==> src/rtl/definitions.sv <==
// Shared fetch/control definitions: fetch FSM states, default widths, halt
// encoding and the opcode map decoded by the control FSM.
package definitions;

  localparam int PC_W    = 8;
  localparam int INSTR_W = 9;

  localparam logic [INSTR_W-1:0] HALT_WORD = 9'h1FF;

  typedef enum logic [2:0] {
    IDLE,
    REQ,
    WAIT,
    HOLD,
    HALTED
  } fetch_state_t;

  // Opcode occupies the top three bits of every instruction word.
  localparam logic [2:0] ADD = 3'b000;
  localparam logic [2:0] XOR = 3'b001;
  localparam logic [2:0] AND = 3'b010;
  localparam logic [2:0] RSL = 3'b011;
  localparam logic [2:0] MOV = 3'b100;
  localparam logic [2:0] LD  = 3'b101;
  localparam logic [2:0] ST  = 3'b110;
  localparam logic [2:0] BR  = 3'b111;

endpackage

==> src/rtl/program_counter.sv <==
// Program counter register: load beats increment, increment wraps modulo 2^PC_W.
// Updates one cycle after load/inc; never stalls.
module program_counter #(
  parameter int PC_W     = 8,
  parameter int START_PC = 0
) (
  input  logic            clock,
  input  logic            resetN,
  input  logic            load,
  input  logic            inc,
  input  logic [PC_W-1:0] target,
  output logic [PC_W-1:0] pc
);

  always_ff @(posedge clock or negedge resetN) begin
    if (!resetN) begin
      pc <= PC_W'(START_PC);
    end else if (load) begin
      pc <= target;
    end else if (inc) begin
      pc <= pc + PC_W'(1);
    end
  end

endmodule

==> src/rtl/fetch_unit.sv <==
// Instruction fetch: owns the PC, strobes instruction memory, holds the word for control.
// start->imemReq 1 cycle, imemValid->insValid 1 cycle; held until nextIns consumes it.
module fetch_unit #(
  parameter int                 PC_W      = definitions::PC_W,
  parameter int                 INSTR_W   = definitions::INSTR_W,
  parameter logic [INSTR_W-1:0] HALT_WORD = definitions::HALT_WORD,
  parameter int                 START_PC  = 0
) (
  input  logic               clock,
  input  logic               resetN,
  input  logic               start,
  input  logic               nextIns,
  input  logic               branchTaken,
  input  logic [PC_W-1:0]    branchTarget,
  output logic               imemReq,
  output logic [PC_W-1:0]    imemAddr,
  input  logic [INSTR_W-1:0] imemData,
  input  logic               imemValid,
  output logic [2:0]         instructions,
  output logic [INSTR_W-4:0] operand,
  output logic               insValid,
  output logic [PC_W-1:0]    pc,
  output logic               done,
  output logic               seqErr
);

  import definitions::*;

  fetch_state_t       state;
  fetch_state_t       state_nxt;
  logic [INSTR_W-1:0] ir;
  logic               advance;
  logic               capture;

  assign advance = (state == HOLD) && nextIns;
  assign capture = (state == WAIT) && imemValid && (imemData != HALT_WORD);

  always_ff @(posedge clock or negedge resetN) begin
    if (!resetN) begin
      state <= IDLE;
    end else begin
      state <= state_nxt;
    end
  end

  always_comb begin
    state_nxt = state;
    case (state)
      IDLE:    if (start) state_nxt = REQ;
      REQ:     state_nxt = WAIT;
      WAIT: begin
        if (imemValid) begin
          state_nxt = (imemData == HALT_WORD) ? HALTED : HOLD;
        end
      end
      HOLD:    if (nextIns) state_nxt = REQ;
      HALTED:  state_nxt = HALTED;
      default: state_nxt = IDLE;
    endcase
  end

  // Responses outside WAIT (stale after reset, or spurious) never touch IR.
  always_ff @(posedge clock or negedge resetN) begin
    if (!resetN) begin
      ir <= '0;
    end else if (capture) begin
      ir <= imemData;
    end
  end

  // An advance request is only legal while an instruction is held; HALTED ignores it.
  always_ff @(posedge clock or negedge resetN) begin
    if (!resetN) begin
      seqErr <= 1'b0;
    end else if (nextIns && (state == IDLE || state == REQ || state == WAIT)) begin
      seqErr <= 1'b1;
    end
  end

  program_counter #(
    .PC_W    (PC_W),
    .START_PC(START_PC)
  ) u_program_counter (
    .clock (clock),
    .resetN(resetN),
    .load  (advance && branchTaken),
    .inc   (advance && !branchTaken),
    .target(branchTarget),
    .pc    (pc)
  );

  assign imemReq      = (state == REQ);
  assign imemAddr     = pc;
  assign insValid     = (state == HOLD);
  assign done         = (state == HALTED);
  assign instructions = ir[INSTR_W-1 -: 3];
  assign operand      = ir[INSTR_W-4:0];

endmodule

==> config.mk <==
export PLATFORM = sky130hd
export DESIGN_NAME = fetch_unit
export DESIGN_NICKNAME = d
export VERILOG_FILES = /design/src/rtl/definitions.sv /design/src/rtl/program_counter.sv /design/src/rtl/fetch_unit.sv
export SDC_FILE = /design/constraint.sdc
export NUM_CORES = 1
export LEC_CHECK = 0
export ABC_AREA = 1
export CAP_MARGIN = 20
export CORE_ASPECT_RATIO = 0.75
export CORE_MARGIN = 1
export CORE_UTILIZATION = 28
export DETAILED_ROUTE_END_ITERATION = 7
export SYNTH_ARGS = -nofsm -noshare
export SYNTH_HDL_FRONTEND = slang
export SYNTH_SLANG_ARGS = --single-unit
==> constraint.sdc <==
create_clock -name clock -period 1.5 [get_ports clock]
set_input_delay 0.375 -clock clock [delete_from_list [all_inputs] [get_ports clock]]
set_output_delay 0.375 -clock clock [all_outputs]
set_load 0.02 [all_outputs]
==> metrics.json <==
{
  "result_of_the_run": {"value": "completed"},
  "cpLargestDelayFamily": {"value": "flip-flops"},
  "synth_nets": {"value": 202},
  "track_usage": {"value": 13.3, "unit": "%"},
  "place_area": {"value": 0.00195, "unit": "sq mm"},
  "cp_max_fanout": {"value": 3},
  "netlist-cell-type-count": {"value": 21},
  "static-leakage-power": {"value": 1.07, "unit": "nW"},
  "share_of_power_burned_in_registers": {"value": 27.3, "unit": "%"},
  "critical_path.most_common_cell": {"value": "sky130_fd_sc_hd__buf_6"},
  "post-route-min-period": {"value": 1.46, "unit": "ns"},
  "avgSynthCellArea": {"value": 7.21, "unit": "sq um"},
  "wl_per_cell": {"value": 10.1, "unit": "microns"},
  "yosysMostFrequentCell": {"value": "sky130_fd_sc_hd__nand2_1"},
  "routed_wirelength": {"value": 3040, "unit": "microns"},
  "share_of_final_layout_standard_cells_stronger_than_drive_strength_1": {"value": 18.4, "unit": "%"},
  "buffer_ports.inserted": {"value": 51},
  "first_pass_iters": {"value": 4},
  "critical_path.cell_chain": {"value": "buf_6 > nand2_2 > nor2_4 > buf_6"},
  "via_count": {"value": 1270},
  "num_antenna_cells": {"value": 0},
  "synth-edff-count": {"value": 0},
  "combinational_family_with_the_most_area_after_synthesis": {"value": "simple AND/OR/NAND/NOR gates"},
  "critical_path.max_stage_delay": {"value": 0.39, "unit": "ns"},
  "hold_class": {"value": "in -> async"},
  "post-synth-top-area-cell": {"value": "sky130_fd_sc_hd__dfrtp_1"},
  "p_per_area": {"value": 1790, "unit": "mW/mm^2"},
  "max_cap_violations": {"value": 0},
  "cts-root-to-sink-buffers": {"value": 2},
  "synth_compound_gate_area_share": {"value": 6.04, "unit": "%"},
  "endpoint_type_of_the_worst_setup_path": {"value": "primary output"},
  "post_synth_main_area_contributors": {"value": "sky130_fd_sc_hd__dfrtp_1, sky130_fd_sc_hd__nand2_1, sky130_fd_sc_hd__nand3_1"},
  "finish.instance_area": {"value": 0.00199, "unit": "sq mm"},
  "synth_mux_area_share": {"value": 0, "unit": "%"},
  "clk_pin_slew_worst_paths": {"value": 0.08, "unit": "ns"},
  "finalMaxSlewViolations": {"value": 0},
  "skew": {"value": 0.00844, "unit": "ns"},
  "clock_insertion_delay_at_the_later_pin_of_the_skew_report": {"value": 0.26, "unit": "ns"},
  "setup.worst_path.start_class": {"value": "register"},
  "die_width": {"value": 80.2, "unit": "microns"},
  "critPathBufInv": {"value": 2},
  "ant_nets": {"value": 0},
  "synth_xor_area_share": {"value": 0.682, "unit": "%"},
  "drt_iter0_markers": {"value": 41},
  "power.internal": {"value": 1.97, "unit": "mW"},
  "synth.yosys.warnings": {"value": 0},
  "nNetsFinal": {"value": 270},
  "netSwitchingFraction": {"value": 44.9, "unit": "%"},
  "synth.top_cell.area_share": {"value": 40.9, "unit": "%"},
  "worst-endpoint-required": {"value": 1.12, "unit": "ns"},
  "synth.cell_area": {"value": 0.00128, "unit": "sq mm"},
  "die_height": {"value": 60.6, "unit": "microns"},
  "setup_viol_count_final": {"value": 0},
  "dp_hpwl": {"value": 2320, "unit": "microns"},
  "max_slew.worst_pin.slew": {"value": 0.286, "unit": "ns"},
  "largest_net_degree_at_the_start_of_global_routing": {"value": 22},
  "worst_path_max_delay_cell": {"value": "sky130_fd_sc_hd__dfrtp_1"},
  "synth-adder-area-share": {"value": 0.975, "unit": "%"},
  "antenna_found_initial": {"value": 0},
  "cts_htree_levels": {"value": 1},
  "setup_ws": {"value": 0.0387, "unit": "ns"},
  "area_of_the_core": {"value": 0.00423, "unit": "sq mm"},
  "layout.area.seq": {"value": 526, "unit": "sq um"},
  "post_synth_and_or_nand_nor_area_fraction": {"value": 40.0, "unit": "%"},
  "pre_cts_slack": {"value": -0.144, "unit": "ns"},
  "irDropWorstVdd": {"value": 0.746, "unit": "mV"},
  "postSynth.topFlopCell": {"value": "sky130_fd_sc_hd__dfrtp_1"},
  "setup.worst_path.class": {"value": "reg -> out"},
  "drt_drc": {"value": 0},
  "area_of_combinational_cells_with_multiple_inputs": {"value": 627, "unit": "sq um"},
  "ys_seq_elements": {"value": 21},
  "grt_pass1_wl": {"value": 4950, "unit": "microns"},
  "cts.sinks": {"value": 21},
  "finalCritPeriodShare": {"value": 97.4, "unit": "%"},
  "sequential_element_share_of_the_synthesized_area": {"value": 40.9, "unit": "%"},
  "cts_tree": {"value": "built"},
  "clockPowerShare": {"value": 10.3, "unit": "%"},
  "pwr-share-comb": {"value": 62.4, "unit": "%"},
  "viasPerCell": {"value": 4.23},
  "async_reset_ff_share": {"value": 100, "unit": "%"},
  "finalWeightedCongestion": {"value": 0.793},
  "power_switching": {"value": 1.60, "unit": "mW"},
  "netlist_instances": {"value": 178},
  "starting_density_of_the_core": {"value": 30.4, "unit": "%"},
  "die_area": {"value": 0.00486, "unit": "sq mm"},
  "critPathArrivalTime": {"value": 1.09, "unit": "ns"},
  "unrepaired_setup_endpoints_after_global_routing": {"value": "yes"},
  "timing.slew.headroom": {"value": 80.9, "unit": "%"},
  "syn_to_final_growth": {"value": 55.3, "unit": "%"},
  "timing.final.hold_violations": {"value": 0},
  "placement_rows": {"value": 20},
  "fill_cells": {"value": 457},
  "first_global_vias": {"value": 1137},
  "tritoncts.num_buffers": {"value": 3},
  "cts.hold.buffers_added": {"value": 0},
  "grt_remaining_overflow": {"value": 0},
  "synth_top_cells_by_count": {"value": "sky130_fd_sc_hd__nand2_1, sky130_fd_sc_hd__dfrtp_1, sky130_fd_sc_hd__inv_1, sky130_fd_sc_hd__nor2_1, sky130_fd_sc_hd__nand3_1"},
  "floorplan.io_pins": {"value": 52},
  "maxClockFrequency": {"value": 0.684, "unit": "GHz"},
  "clockRootBuffer": {"value": "sky130_fd_sc_hd__clkbuf_8"}
}
power groups by stage:
stage / combinational [mW] / clock [mW] / sequential, mW
after floorplan: 1.03 / 0 / 1.32
after global placement: 2.34 / 0 / 0.998
after detailed placement: 2.35 / 0 / 1.01
after CTS: 2.16 / 0.391 / 0.972
after global routing: 2.48 / 0.416 / 1.01
final: 2.23 / 0.366 / 0.976
worst reg2reg max path, delay by kind of cell, from the launching register on:
kind                   cells  cell delay, ns
buffers and inverters      3            0.34
AO/OA/AOI/OAI              1            0.05
flip-flops                 1            0.41
AND/OR/NAND/NOR            4            0.48
flip-flops by register name, summed over array words and instances (netlist names):
| name | cells |
|---|---|
| ir | 9 |
| u_program_counter.pc | 8 |
| state | 3 |
| seqErr | 1 |
per-stage QoR:
| stage | setup TNS, ns | cells | hold WS (ns) | total power, mW | utilization, % |
|---|---|---|---|---|---|
| 2_1_floorplan | 0 | 178 | 0.0794 | 2.35 | - |
| 3_3_place_gp | -1.37 | 293 | 0.462 | 3.34 | 46.0 |
| 3_5_place_dp | -1.72 | 293 | 0.466 | 3.36 | 46.0 |
| 4_1_cts | -0.0720 | 299 | 0.468 | 3.53 | 46.4 |
| 5_1_grt | -0.0430 | 300 | 0.473 | 3.91 | 47.1 |
| 6_report | 0 | 300 | 0.457 | 3.57 | 47.1 |
cells by family (layout without fill, tap and decap cells):
logic type | after synthesis | after routing
AO/OA/AOI/OAI | 13 | 13
XOR/XNOR | 1 | 1
adder cells (fa/ha/maj) | 1 | 1
buffers and inverters | 30 | 97
flip-flops | 21 | 21
AND/OR/NAND/NOR | 112 | 112
timing repair:
action	in CTS	in global routing
endpoints found under the setup margin	29	4
resized for setup	37	10
gates cloned	0	0
pin swaps	0	1
buffers inserted	2	1
worst paths after layout:
kind                            startpoint       end  slack [ns]  cells past startpoint
worst max-delay path              state[0]  insValid        0.04                      4
worst min-delay path                resetN  state[0]        0.46                      2
worst max register to register    state[0]     ir[0]        0.12                      8
worst min register to register       ir[6]     ir[6]        0.47                      2
max in group asynchronous           resetN     ir[8]        0.81                      2
min in group clock                   ir[6]     ir[6]        0.47                      2
layer usage:
layer / global-route usage, % / part of all wire (%) / vias up
li1: - / - / 680
met1: 17.3 / 48 / 545
met2: 22.5 / 44 / 43
met3: 4.06 / 7.5 / 2
met4: 2.30 / 0.33 / 0
met5: 0 / 0 / -
cell type report:
class	instances	share of cell area, %
timing repair buffer	72	32.4
multi-input combinational	127	31.5
sequential	21	26.4
inverter	21	4.08
tap	55	3.45
clock buffer	4	2.26
layout by cell type (no fill, tap or decap), drive strengths merged:
| cell | Yosys | final |
|---|---|---|
| buf | 9 | 24 |
| o211ai | 2 | 2 |
| clkbuf | 0 | 4 |
| nor2 | 24 | 24 |
| o21ai | 10 | 10 |
| a31o | 1 | 1 |
| xnor2 | 1 | 1 |
| nand3 | 20 | 20 |
| ha | 1 | 1 |
| dfrtp | 21 | 21 |
| clkdlybuf4s50 | 0 | 22 |
| nand2 | 67 | 67 |
| inv | 21 | 21 |
| nand4 | 1 | 1 |
| dlygate4sd2 | 0 | 26 |
Note: power is estimated with default switching activity, not from simulation.
==> RTL change 1, RTL diff (same flow settings) <==
Encoding of `fetch_state_t`: now one-hot (5 bits for 5 states).
--- a/src/rtl/definitions.sv
+++ b/src/rtl/definitions.sv
@@ -9,8 +9,8 @@
 
-  typedef enum logic [2:0] {
-    IDLE,
-    REQ,
-    WAIT,
-    HOLD,
-    HALTED
+  typedef enum logic [4:0] {
+    IDLE   = 5'b00001,
+    REQ    = 5'b00010,
+    WAIT   = 5'b00100,
+    HOLD   = 5'b01000,
+    HALTED = 5'b10000
   } fetch_state_t;
Behaviour: same outputs for any inputs over 10 cycles, from zero or initial values and one cycle with resetN low; not proved beyond that.
==> RTL change 1 against the original RTL <==
The run now ends with setup timing left. Wire length increased by 19%. Utilization up 1.1 points. Sequential cell count is 2 higher. Critical path depth did not move. Final area increased by 12%. Count of clock-buffer cells in the layout is the same. Power shrank 5.6%. Via count is 11% higher. Area after synthesis is 8.5% higher. Clock skew down 0.0056 ns. Synthesized cell count increased by 6.2%. Worst setup slack got worse by 0.097 ns. Largest cell class unchanged. Highest routed layer unchanged.
==> RTL change 1: results (changes against the original RTL) <==
| Metric | Value |
|---|---|
| Status | `complete, but fails checks (was complete, no violations)` |
| Failing checks | `setup timing` |
| PwrDens | `1510 nW/um2 (was 1790 nW/um2)` |
| DR iter-0 viols | `42 (was 41)` |
| Met1 Usage GRT | `20.3% (was 17.3%)` |
| Area of the multi-input gates | `704 um2 (was 627 um2)` |
| Critical Path AT | `1.18 ns (was 1.09 ns)` |
| Mux cell area share after synthesis | `0.719% (was 0%)` |
| Worst slack at placement | `-0.277 ns (was -0.144 ns)` |
| Global routing met2 resource utilization | `23.7% (was 22.5%)` |
| WL met2 | `1570 um (was 1330 um)` |
| Max VDD drop | `723 uV (was 746 uV)` |
| Post-Syn Instances | `189 (was 178)` |
| Least-Margin Pin Slew | `0.254 ns (was 0.286 ns)` |
| Register area | `577 um2 (was 526 um2)` |
| Hpwl dp | `2670 um (was 2320 um)` |
| Leakage | `1.17 nW (was 1.07 nW)` |
| R2R Path End | `u_program_counter.pc[1] (was ir[0])` |
| Vias | `1416 (was 1270)` |
| Fraction of area in registers | `25.9% (was 26.4%)` |
| Largest net degree at the start of global routing | `24 (was 22)` |
| Switching Share | `44.0% (was 44.9%)` |
| Multi-input gates | `131 (was 127)` |
| PnR worst setup slack | `-0.0580 ns (was 0.0387 ns)` |
| TNS Setup | `-0.132 ns (was 0 ns)` |
| Hold crit path type | `reg2reg (was in2async)` |
| CP max FO | `4 (was 3)` |
| Tot GR Track Use | `14.6% (was 13.3%)` |
| Worst clock skew | `0.00288 ns (was 0.00844 ns)` |
| Synth Area in Compound Gates | `2.16% (was 6.04%)` |
| Most frequent cells after synthesis | `nand2_1, nand3_1, inv_1, dfrtp_1, nor2_1 (was nand2_1, dfrtp_1, inv_1, nor2_1, nand3_1)` |
| Routing usage on met3 | `3.28% (was 4.06%)` |
| Part of the Yosys area used for sequential elements | `41.4% (was 40.9%)` |
| Top Registers | `ir x9, u_program_counter.pc x8, state x5 (was ir x9, u_program_counter.pc x8, state x3)` |
| Layout cells sized above 1 | `22.1% (was 18.4%)` |
| Number of global-route vias before repair | `1346 (was 1137)` |
| Number of setup violations in the final report | `3 (was 0)` |
| Final nets | `288 (was 270)` |
| Cts repair resizes | `48 (was 37)` |
| Inverter count | `26 (was 21)` |
| Finished Layout Cells | `320 (was 300)` |
| Layout clock area frac | `2.02% (was 2.26%)` |
| Placed Cells | `313 (was 293)` |
| Met3 wire len | `199 um (was 227 um)` |
| Met1 Routed Length | `1820 um (was 1470 um)` |
| Syn avg cell area | `7.37 um2 (was 7.21 um2)` |
| Fill cell count | `488 (was 457)` |
[RTL change 1: cell types whose count changed after synthesis, moves of 2 or more]
| cell | unedited run | this run |
|---|---|---|
| nand3_1 | 17 | 26 |
| inv_1 | 18 | 25 |
| nand2_1 | 66 | 60 |
| o21ai_1 | 6 | 0 |
| nand4_1 | 1 | 4 |
| nor2_2 | 4 | 1 |
| nor2_4 | 0 | 3 |
| o21ai_0 | 3 | 6 |
| or2_2 | 0 | 3 |
| o211ai_1 | 2 | 0 |
[RTL change 1: worst max path at each step]
stage,cells after the start,to,slack (ns)
floorplan,3,imemReq,0.18
global placement,4,done,-0.28
detailed placement,4,done,-0.28
CTS,4,done,-0.07
global route,4,done,-0.11
finish,4,done,-0.06
[RTL change 1: worst max-delay path: stages (launching register included)]
cell and delay (ns):
dfstp_2 0.57, nor2_4 0.06, nand3_1 0.10, inv_2 0.05, buf_4 0.15
==> RTL change 2, RTL diff (config.mk and constraints unchanged) <==
Made on the original files. Set the package constant `INSTR_W` to 11 (it was 9).
--- a/src/rtl/definitions.sv
+++ b/src/rtl/definitions.sv
@@ -5,3 +5,3 @@
   localparam int PC_W    = 8;
-  localparam int INSTR_W = 9;
+  localparam int INSTR_W = 11;
 
Ports: changed (resized imemData and operand); port bits go from 52 to 56. The function was not compared with the original's and may differ.
==> RTL change 2 against the original RTL <==
Worst setup slack worse by 0.025 ns. Maximum frequency is 1.7% lower. Count of clock-buffer cells in the layout decreased by 1. Power is 7.6% higher. First-iteration DRC count grew 100%. Sequential cell count up 2. Clock power rose by 5%. Area after synthesis rose by 4.6%. Combinational power rose by 5%. Sequential share of layout area grew 0.52 points. Final area rose by 7.4%. Wire length rose by 14%. Highest routed layer unchanged.
==> RTL change 2: results (changes against the original RTL) <==
| Metric | Value |
|---|---|
| Status | `complete, no violations (unchanged)` |
| Clk slew on worst S/H paths | `0.09 ns` |
| Placed Cells | `310 (was 293)` |
| Root buf cell | `clkbuf_8 (unchanged)` |
| Pint | `2.12 mW (was 1.97 mW)` |
| CP max FO | `4 (was 3)` |
| Worst Reg-to-Reg Cells | `9 (was 8)` |
| Vias | `1347 (was 1270)` |
| Critical Path AT | `1.11 ns (was 1.09 ns)` |
| Largest net degree at the start of global routing | `24 (was 22)` |
| Finished Layout Cells | `318 (was 300)` |
| P_clk | `385 uW (was 366 uW)` |
| Max VDD drop | `1020 uV (was 746 uV)` |
| Most frequent cells after synthesis | `nand2_1, dfrtp_1, nand3_1, nor2_1, inv_1 (was nand2_1, dfrtp_1, inv_1, nor2_1, nand3_1)` |
| Post-Syn Nets | `209 (was 202)` |
| Top Registers | `ir x11, u_program_counter.pc x8, state x3 (was ir x9, u_program_counter.pc x8, state x3)` |
| First-pass GRT wire length | `5490 um (was 4950 um)` |
| IO Port Bufs | `55 (was 51)` |
| Cell variety after synth | `26 (was 21)` |
| Ranking of synthesized cells by area | `dfrtp_1, nand2_1, nand3_1 (unchanged)` |
| Slew headroom | `79.0% (was 80.9%)` |
| Max stage delay on crit path | `0.42 ns (was 0.39 ns)` |
| Part of the Yosys area used for sequential elements | `42.9% (was 40.9%)` |
| Minimum hold slack | `0.465 ns (was 0.457 ns)` |
| Slowest cell on the critical path | `dfrtp_1 (unchanged)` |
| Leakage | `1.12 nW (was 1.07 nW)` |
| Power share of the combinational group | `61.2% (was 62.4%)` |
| DR iter-0 viols | `83 (was 41)` |
| FF-to-FF setup slack | `0.12 ns (about the same)` |
| Number of global-route vias before repair | `1198 (was 1137)` |
| Hpwl dp | `2720 um (was 2320 um)` |
| Final nets | `288 (was 270)` |
| Global placement routability congestion | `0.852 (was 0.793)` |
| WL final | `3470 um (was 3040 um)` |
| Fill cell count | `480 (was 457)` |
| Worst clock skew | `0.00551 ns (was 0.00844 ns)` |
| Ys async rst share | `100% (unchanged)` |
| Hold crit path type | `in2async (unchanged)` |
| R2R Path End | `state[0] (was ir[0])` |
| Tot GR Track Use | `14.6% (was 13.3%)` |
| Layout cells sized above 1 | `21.5% (was 18.4%)` |
| Post-Syn Instances | `183 (was 178)` |
RTL change 2: cell count changes after synthesis, sizes merged, moves of 2 or more:
cell / unedited run / this run
a21oi: 0 / 4
buf: 9 / 12
dfrtp: 21 / 23
inv: 21 / 16
nand2: 67 / 71
nor2: 24 / 21
o21ai: 10 / 7
RTL change 2: worst max-delay path by stage:
stage                                  startpoint                       to  cells after the start
after detailed placement                 state[2]                  imemReq                      4
after global routing                     state[0]                 insValid                      4
after floorplan           u_program_counter.pc[0]  u_program_counter.pc[6]                      8
after CTS                                state[0]                 insValid                      3
after global placement                   state[2]                  imemReq                      4
final                                    state[0]                 insValid                      4
RTL change 2: kinds of logic after synthesis:
family,synth area share (%)
compound gates,7.64
xor+xnor,0.652
fa+ha+maj,0.932
buf+inv,11.1
flops,42.9
simple gates,36.8
RTL change 2: layer usage:
metal,GRT usage [%],wire length [um]
met1,20.5,1750
met2,22.4,1530
met3,4.38,168
met4,2.76,29
met5,0,0
RTL change 2: repair_timing:
action / 4_1_cts / 5_1_grt
setup buffers: 4 / 1
pin swaps: 1 / 4
endpoints found under the setup margin: 31 / 6
gates resized for setup: 41 / 12
RTL change 2: area by class of cell:
class                           instances  area, um2  area share [%]
Multi-Input combinational cell        132        639            29.9
Clock buffer                            3       41.3            1.93
Timing Repair Buffer                   86        748            35.0
Clock inverter                          1       5.00           0.234
Sequential cell                        23        576            26.9
Tap cell                               57       71.3            3.33
Inverter                               16       60.1            2.81
RTL change 2: stage by stage:
stage | power, mW | worst slack (ns) | instance area [um2]
floorplan | 2.51 | 0.181 | 1340
global placement | 3.57 | -0.138 | 2080
detailed placement | 3.61 | -0.157 | 2080
CTS | 3.83 | 0.00119 | 2110
global route | 4.19 | -0.0562 | 2140
finish | 3.84 | 0.0136 | 2140
